**config.mk**
```make
export PLATFORM = sky130hd
export DESIGN_NAME = nchan_scan_mux
export DESIGN_NICKNAME = d
export VERILOG_FILES = /design/src/rtl/nchan_scan_mux.sv
export SDC_FILE = /design/constraint.sdc
export NUM_CORES = 1
export LEC_CHECK = 0
export CAP_MARGIN = 20
export CORE_MARGIN = 2
export CORE_UTILIZATION = 40
export DETAILED_ROUTE_END_ITERATION = 8
export PLACE_DENSITY = 0.85
export SYNTH_ARGS = -nofsm -noshare
export SYNTH_HDL_FRONTEND = slang
export SYNTH_SLANG_ARGS = --single-unit
```
**constraint.sdc**
```tcl
create_clock -name clk -period 1.84 [get_ports clk]
set_input_delay 0.46 -clock clk [delete_from_list [all_inputs] [get_ports clk]]
set_output_delay 0.46 -clock clk [all_outputs]
set_load 0.02 [all_outputs]
```
**src/rtl/nchan_scan_mux.sv**
```systemverilog
// N-channel registered mux with a valid/ready output register.
// Manual mode loads a selected channel; scan mode round-robins enabled channels with a dwell gap.
module nchan_scan_mux #(
  parameter int N_CH    = 4,
  parameter int DATA_W  = 8,
  parameter int DWELL_W = 8,
  localparam int SEL_W  = $clog2(N_CH)
) (
  input  logic                   clk,
  input  logic                   rst,
  input  logic [N_CH*DATA_W-1:0] din,
  input  logic [N_CH-1:0]        ch_en,
  input  logic                   mode,
  input  logic [SEL_W-1:0]       sel,
  input  logic [DWELL_W-1:0]     dwell,
  input  logic                   start,
  output logic [DATA_W-1:0]      dout,
  output logic [SEL_W-1:0]       dout_ch,
  output logic                   dout_valid,
  input  logic                   dout_ready,
  output logic                   busy
);

  typedef enum logic [1:0] {IDLE, CAPTURE, WAIT_ACK, DWELL} state_t;

  state_t              state, state_nxt;
  logic [SEL_W-1:0]    ptr, ptr_nxt;
  logic [DWELL_W-1:0]  cnt, cnt_nxt;
  logic [DATA_W-1:0]   dout_nxt;
  logic [SEL_W-1:0]    dout_ch_nxt;
  logic                valid_nxt;

  logic [DATA_W-1:0]   man_data, ptr_data;
  logic [SEL_W-1:0]    first_ptr, adv_ptr;
  logic                above_found, any_en;

  // Channel lookups compare the index against every real channel, so an
  // out-of-range sel simply matches nothing and yields zero data.
  always_comb begin
    man_data    = '0;
    ptr_data    = '0;
    first_ptr   = '0;
    adv_ptr     = '0;
    above_found = 1'b0;
    any_en      = |ch_en;
    for (int k = 0; k < N_CH; k++) begin
      if (sel == SEL_W'(k)) man_data = din[k*DATA_W +: DATA_W];
      if (ptr == SEL_W'(k)) ptr_data = din[k*DATA_W +: DATA_W];
    end
    for (int k = N_CH - 1; k >= 0; k--) begin
      if (ch_en[k]) first_ptr = SEL_W'(k);
      if (ch_en[k] && (k > int'(ptr))) begin
        adv_ptr     = SEL_W'(k);
        above_found = 1'b1;
      end
    end
    if (!above_found) adv_ptr = first_ptr;
  end

  // Handshake: a transfer happens on any rising edge where dout_valid and
  // dout_ready are both high; dout/dout_ch never change while valid waits.
  always_comb begin
    state_nxt   = state;
    ptr_nxt     = ptr;
    cnt_nxt     = cnt;
    dout_nxt    = dout;
    dout_ch_nxt = dout_ch;
    valid_nxt   = dout_valid;
    case (state)
      IDLE: begin
        if (!mode) begin
          if (!dout_valid || dout_ready) begin
            dout_nxt    = man_data;
            dout_ch_nxt = sel;
            valid_nxt   = 1'b1;
          end
        end else begin
          if (dout_valid && dout_ready) valid_nxt = 1'b0;
          if (start && any_en) begin
            ptr_nxt   = first_ptr;
            state_nxt = CAPTURE;
          end
        end
      end
      CAPTURE: begin
        if (!mode) begin
          state_nxt = IDLE;
        end else begin
          dout_nxt    = ptr_data;
          dout_ch_nxt = ptr;
          valid_nxt   = 1'b1;
          state_nxt   = WAIT_ACK;
        end
      end
      WAIT_ACK: begin
        if (dout_ready) begin
          valid_nxt = 1'b0;
          cnt_nxt   = dwell;
          if (!mode) begin
            state_nxt = IDLE;
          end else if (dwell == '0) begin
            ptr_nxt   = adv_ptr;
            state_nxt = any_en ? CAPTURE : IDLE;
          end else begin
            state_nxt = DWELL;
          end
        end
      end
      DWELL: begin
        if (!mode) begin
          state_nxt = IDLE;
        end else begin
          cnt_nxt = cnt - 1'b1;
          // cnt was loaded with dwell, so the last dwell cycle sees cnt==1
          if (cnt <= DWELL_W'(1)) begin
            ptr_nxt   = adv_ptr;
            state_nxt = any_en ? CAPTURE : IDLE;
          end
        end
      end
      default: state_nxt = IDLE;
    endcase
  end

  always_ff @(posedge clk) begin
    if (rst) begin
      state      <= IDLE;
      ptr        <= '0;
      cnt        <= '0;
      dout       <= '0;
      dout_ch    <= '0;
      dout_valid <= 1'b0;
    end else begin
      state      <= state_nxt;
      ptr        <= ptr_nxt;
      cnt        <= cnt_nxt;
      dout       <= dout_nxt;
      dout_ch    <= dout_ch_nxt;
      dout_valid <= valid_nxt;
    end
  end

  assign busy = (state != IDLE);

endmodule

```
# ---- Word-level counts from Yosys, hierarchy flattened
# Index checks and enable logic that the tools add are counted.
# Widths: inputs -> output; s select.
dict set report op_classes {
  add_sub_neg 1
  order_cmp 4
  n_eq_ne 22
  muxes 54
  reduce_logical 22
}
# cell n
set op_table {}
lappend op_table {{$mux 8} 13}
lappend op_table {{$mux 2} 26}
lappend op_table {{$pmux 8 s2} 2}
lappend op_table {{$ne 2x2->1 const B} 10}
lappend op_table {{$eq 2x2->1 const B} 6}
lappend op_table {{$mux 1} 9}
lappend op_table {{$ne 3x3->1 const B} 3}
lappend op_table {{$le 8x1->1 const B} 1}
lappend op_table {{$logic_not 8->1} 1}
lappend op_table {{$pmux 2 s4} 1}
lappend op_table {{$reduce_and 4->1} 2}
lappend op_table {{$reduce_and 8->1} 1}
lappend op_table {{$sub 8x1->8 const B} 1}
lappend op_table {{$eq 2x1->1 const B} 3}
lappend op_table {{$logic_not 2->1} 3}
lappend op_table {{$pmux 2 s3} 1}
lappend op_table {{$reduce_bool 2->1} 3}
lappend op_table {{$reduce_bool 3->1} 2}
lappend op_table {{$logic_and 1x1->1} 5}
lappend op_table {{$reduce_and 5->1} 1}
lappend op_table {{$gt 2x2->1 const A} 2}
lappend op_table {{$pmux 2 s2} 1}
lappend op_table {{$reduce_or 4->1} 1}
lappend op_table {{$pmux 1 s3} 1}
lappend op_table {{4 further kinds} 4}
dict set report word_totals {
  ff_bits 23
  in_bits 51
  elab_cells 109
}

# ---- Logic depth before layout (Yosys ltp)
dict set report logic_depth {
  depth_word 10
  mapped_depth 9
  depth_no_buf 7
}

# ---- Least setup slack after synthesis
# No wires, ideal clock.
dict set report synth_timing {
  kind {register -> register}
  start {reg state[0]}
  end {reg ptr[1]}
  setup_time_ns 0.128
  arrival_time_ns 1.812
  required_ns 1.712
  path_slack_ns -0.100
  path_stages_with_launch 9
  path_buffers 1
  path_cell_list {dfxtp_1 -> inv_1 -> ha_1 -> buf_6 -> o21ba_1 -> a2111o_1 -> and4bb_4 -> mux2i_1 -> nor2_1}
}
dict set report synth_via {
  elab_chain_len 3
  elab_cells_between_ends 13
  classes_between {eq/ne (9); mux (1); reduce/logical (3)}
}
# element line
set synth_lines {}
lappend synth_lines {{start: declaration} 26} ;# state_t state, state_nxt;
lappend synth_lines {{start signal: assignment} 134} ;# state <= state_nxt;
lappend synth_lines {{$eq 2x2->1 or $logic_not 2->1 (tied branches)} 69} ;# case (state)
lappend synth_lines {{$ne 2x2->1 (no line) or $reduce_bool 3->1 (tied branches)} --}
lappend synth_lines {{$reduce_and 8->1 (no line)} --}
lappend synth_lines {{end signal: assignment} 135} ;# ptr <= ptr_nxt;
lappend synth_lines {{end: declaration} 27} ;# logic [SEL_W-1:0] ptr, ptr_nxt;
# Parallel ways exist; a longest one is shown, timed or not.
# A chain may end at the register's enable or synchronous reset.

# ---- Final worst setup path
dict set report layout_timing {
  start {in dwell[6]}
  end {reg ptr[1]}
}
dict set report layout_via {
  elab_chain_len 3
}
# element line
set layout_lines {}
lappend layout_lines {{start: declaration} 15} ;# input logic [DWELL_W-1:0] dwell,
lappend layout_lines {{$logic_not 8->1} 101} ;# end else if (dwell == '0) begin
lappend layout_lines {{$ne 2x2->1 (no line)} --}
lappend layout_lines {{$reduce_and 8->1 (no line)} --}
# Every way passes these cells.

==> out/metrics.yaml <==
cts_buffer_depth: 2
reg2reg_from: "state[0]$_SDFFE_PP0P_"
synth_seq_cells: 23
drtIter0Drc: 95
drive_gt1_share_pct: 25.32
tritoncts: "yes"
clock-sinks: 23
htreeDepth: 1
synth_edf_count: 0
grt_pass1_wl_um: 8776
fin_util_pct: 62.29
gp_congestion: 0.8518
slew-limit-headroom_pct: 60.95
rsz0062_at_grt: "yes"
clk_pin_slew_worst_paths_ns: 0.09
syn_area_per_cell_um2: 8.668
drv_slew: 0
dr_total_vias: 2041
status: "finished with violations"
clkLatencyLatePin_ns: 0.28
synthSimpleGateAreaFrac_pct: 21.26
p_per_area_nw_per_um2: 537.8
ctsHoldBuffers: 0
synthAdderAreaFrac_pct: 4.551
grt_start_max_net_pins: 21
rows: 25
endpoint: "ptr[1]$_SDFFE_PP0P_"
dr.pass1.iters: 4
finalWorstSetupSlack_ns: -0.01831
ys.flop_type: "dfxtp_1"
wirelength_um: 5603
overflow: 0
final_nets: 367
dieArea_um2: 5382
min_period_ns: 1.858
final_cells: 362
numCtsBuffers: 3
hpwl_um: 4226
track_usage_pct: 20.67
p_leak_nw: 1.134
violations: "negative setup slack"
n_fill_cell: 397
synth_compound_area_share_pct: 22.63
syn_nets: 280
arrival_ns: 2.03
fp.coreArea_um2: 4692
hold_class: "register to register"
async_flop_share_pct: 0
dp_cells: 355
via_per_inst: 5.638
post-route-drc-count: 0
start_util_pct: 41.01
area_growth_pct: 51.89
clockRootBuffer: "clkbuf_8"
ioPinCount: 63
hold_viol: 0
cap_violations: 0
worst_pin_slew_ns: 0.5849
antennaDiodeCount: 0
required_ns: 2.01
postRouteAntennaNets: 0
yosys_warnings: 0
cp-start-kind: "input port"
fin_skew_ns: 0.004762
grt_pass1_vias: 1990
ys_seq_area_share_pct: 23.93
synth_mux_area_share_pct: 20.81
startpoint: "dwell[6]"
die_w_um: 73.36
hold_path_depth: 2
syn_area_um2: 1924
reg2reg_slack_ns: 0
cp_max_fo: 3
antenna_found_initial: 0
max_freq_mhz: 538.1
r2r-end: "ptr[1]$_SDFFE_PP0P_"
fp.dieH_um: 73.36
setup_viol: 1
io_buffer_count: 62
synth_top_family_by_area: "compound AO/OA/AOI/OAI gates"
post-route-period-util_pct: 101.0
end_kind: "register"
vdd_ir_drop_max_uv: 304.8
r2r_cells: 7
netlist_instances: 222
synth_xor_area_share_pct: 0
wl_per_cell_um: 15.48
ys_types: 46
crit_type: "input port to register"
how the worst min path moves through the flow:
stage / slack, ns / end / from
6_report: 0.49 / dout_ch[0]$_SDFFE_PP0P_ / dout_ch[0]$_SDFFE_PP0P_
5_1_grt: 0.54 / dout_ch[0]$_SDFFE_PP0P_ / dout_ch[0]$_SDFFE_PP0P_
4_1_cts: 0.50 / dout[5]$_SDFFE_PP0P_ / dout[5]$_SDFFE_PP0P_
3_5_place_dp: 0.47 / dout_ch[0]$_SDFFE_PP0P_ / dout_ch[0]$_SDFFE_PP0P_
3_3_place_gp: 0.47 / dout_ch[0]$_SDFFE_PP0P_ / dout_ch[0]$_SDFFE_PP0P_
2_1_floorplan: 0.49 / cnt[1]$_SDFFE_PP0P_ / cnt[1]$_SDFFE_PP0P_
sequential cells by signal, indices dropped and copies added, names as in the netlist:
register,count
cnt,8
state,2
ptr,2
dout_valid,1
dout_ch,2
dout,8
metrics by stage:
stage	worst slack, ns	hold WS (ns)	TNS (ns)	power [mW]	instance area, µm²
6_report	-0.01831	0.4938	-0.01831	1.572	2923
5_1_grt	-0.05449	0.5411	-0.07476	1.674	2923
4_1_cts	-0.02206	0.4958	-0.02206	1.565	2856
3_5_place_dp	-0.5064	0.4747	-7.348	1.237	2789
3_3_place_gp	-0.3974	0.4662	-6.217	1.218	2789
2_1_floorplan	0.03119	0.4893	0	0.9511	1942
cells in the mapped netlist (2+ instances only):
cell      number  area, µm²
a21oi_1       29      145.1
nand2_1       28      105.1
nor2_1        27      101.4
dfxtp_1       23      460.4
mux4_2        16      360.4
inv_1         10      37.54
ha_1           7      87.58
a211oi_1       6      45.04
o21ai_0        6      30.03
buf_2          5      25.02
nor3_1         5      25.02
a31oi_1        4      25.02
clkbuf_1       4      15.01
mux2i_1        4      40.04
nand2b_1       4      25.02
nor2b_1        3      18.77
o211ai_1       3      22.52
o22ai_1        3      18.77
or4_1          3      22.52
a311oi_1       2      17.52
buf_1          2      7.510
clkbuf_8       2      27.53
o31ai_1        2      15.01
or2_2          2      12.51
critical path, stage by stage:
cell and delay (ns):
clkdlybuf4s50_1 0.43, or4_4 0.44, o21ai_2 0.17, and4bb_4 0.27, mux2i_1 0.20, nor2_1 0.05
cells in the final DEF (no fill, tap or decap), drive strengths merged, types with 2 or more instances in the layout:
cell / n
o31ai: 2
dlymetal6s2s: 2
a2111oi: 2
and2b: 2
nor2: 27
dlygate4sd2: 9
o22ai: 3
a21oi: 29
clkdlybuf4s50: 51
ha: 7
mux2i: 4
a31oi: 4
nor2b: 3
a311oi: 2
nor3: 7
buf: 34
dfxtp: 23
or2: 2
mux4: 16
o211ai: 3
or4: 3
inv: 10
a211oi: 7
nand2b: 4
or3: 2
o21ai: 7
clkbuf: 4
nand2: 28
cells by family (layout without fill, tap and decap cells):
family	Yosys count	in the layout
and+or+nand+nor	82	82
muxes	20	20
buffers and inverters	25	111
adders and majority gates	7	7
AOI/OAI and AO/OA	65	65
DFF	23	23
power breakdown:
| part | leakage [nW] | switching, mW | total, mW | internal (mW) |
|---|---|---|---|---|
| clock network | 0.0255 | 0.182 | 0.334 | 0.152 |
| registers | 0.189 | 0.0292 | 0.565 | 0.536 |
| logic | 0.920 | 0.299 | 0.672 | 0.373 |
final cells by class:
cell class                      instances  area [µm²]  share of cell area, %
Multi-Input combinational cell        174        1388                  47.47
Timing Repair Buffer                   97       910.9                  31.16
Sequential cell                        23       467.9                  16.01
Tap cell                               54       67.56                  2.312
Inverter                               10       42.54                  1.455
Clock buffer                            3       41.29                  1.413
Clock inverter                          1       5.005                 0.1712
metal layers:
metal / track usage (%) / vias up / share of wire, %
met4: 4.040 / 0 / 1.9
li1: - / 993 / -
met3: 4.801 / 12 / 7.7
met5: 0 / - / 0
met2: 38.84 / 89 / 51
met1: 23.81 / 947 / 40
timing repair:
item / 4_1_cts / 5_1_grt
pin swaps: 7 / 3
resized for setup: 16 / 7
cloned: 0 / 1
endpoints found under the setup margin: 17 / 7
setup buffers: 1 / 1
(Power assumes the default switching activity.)
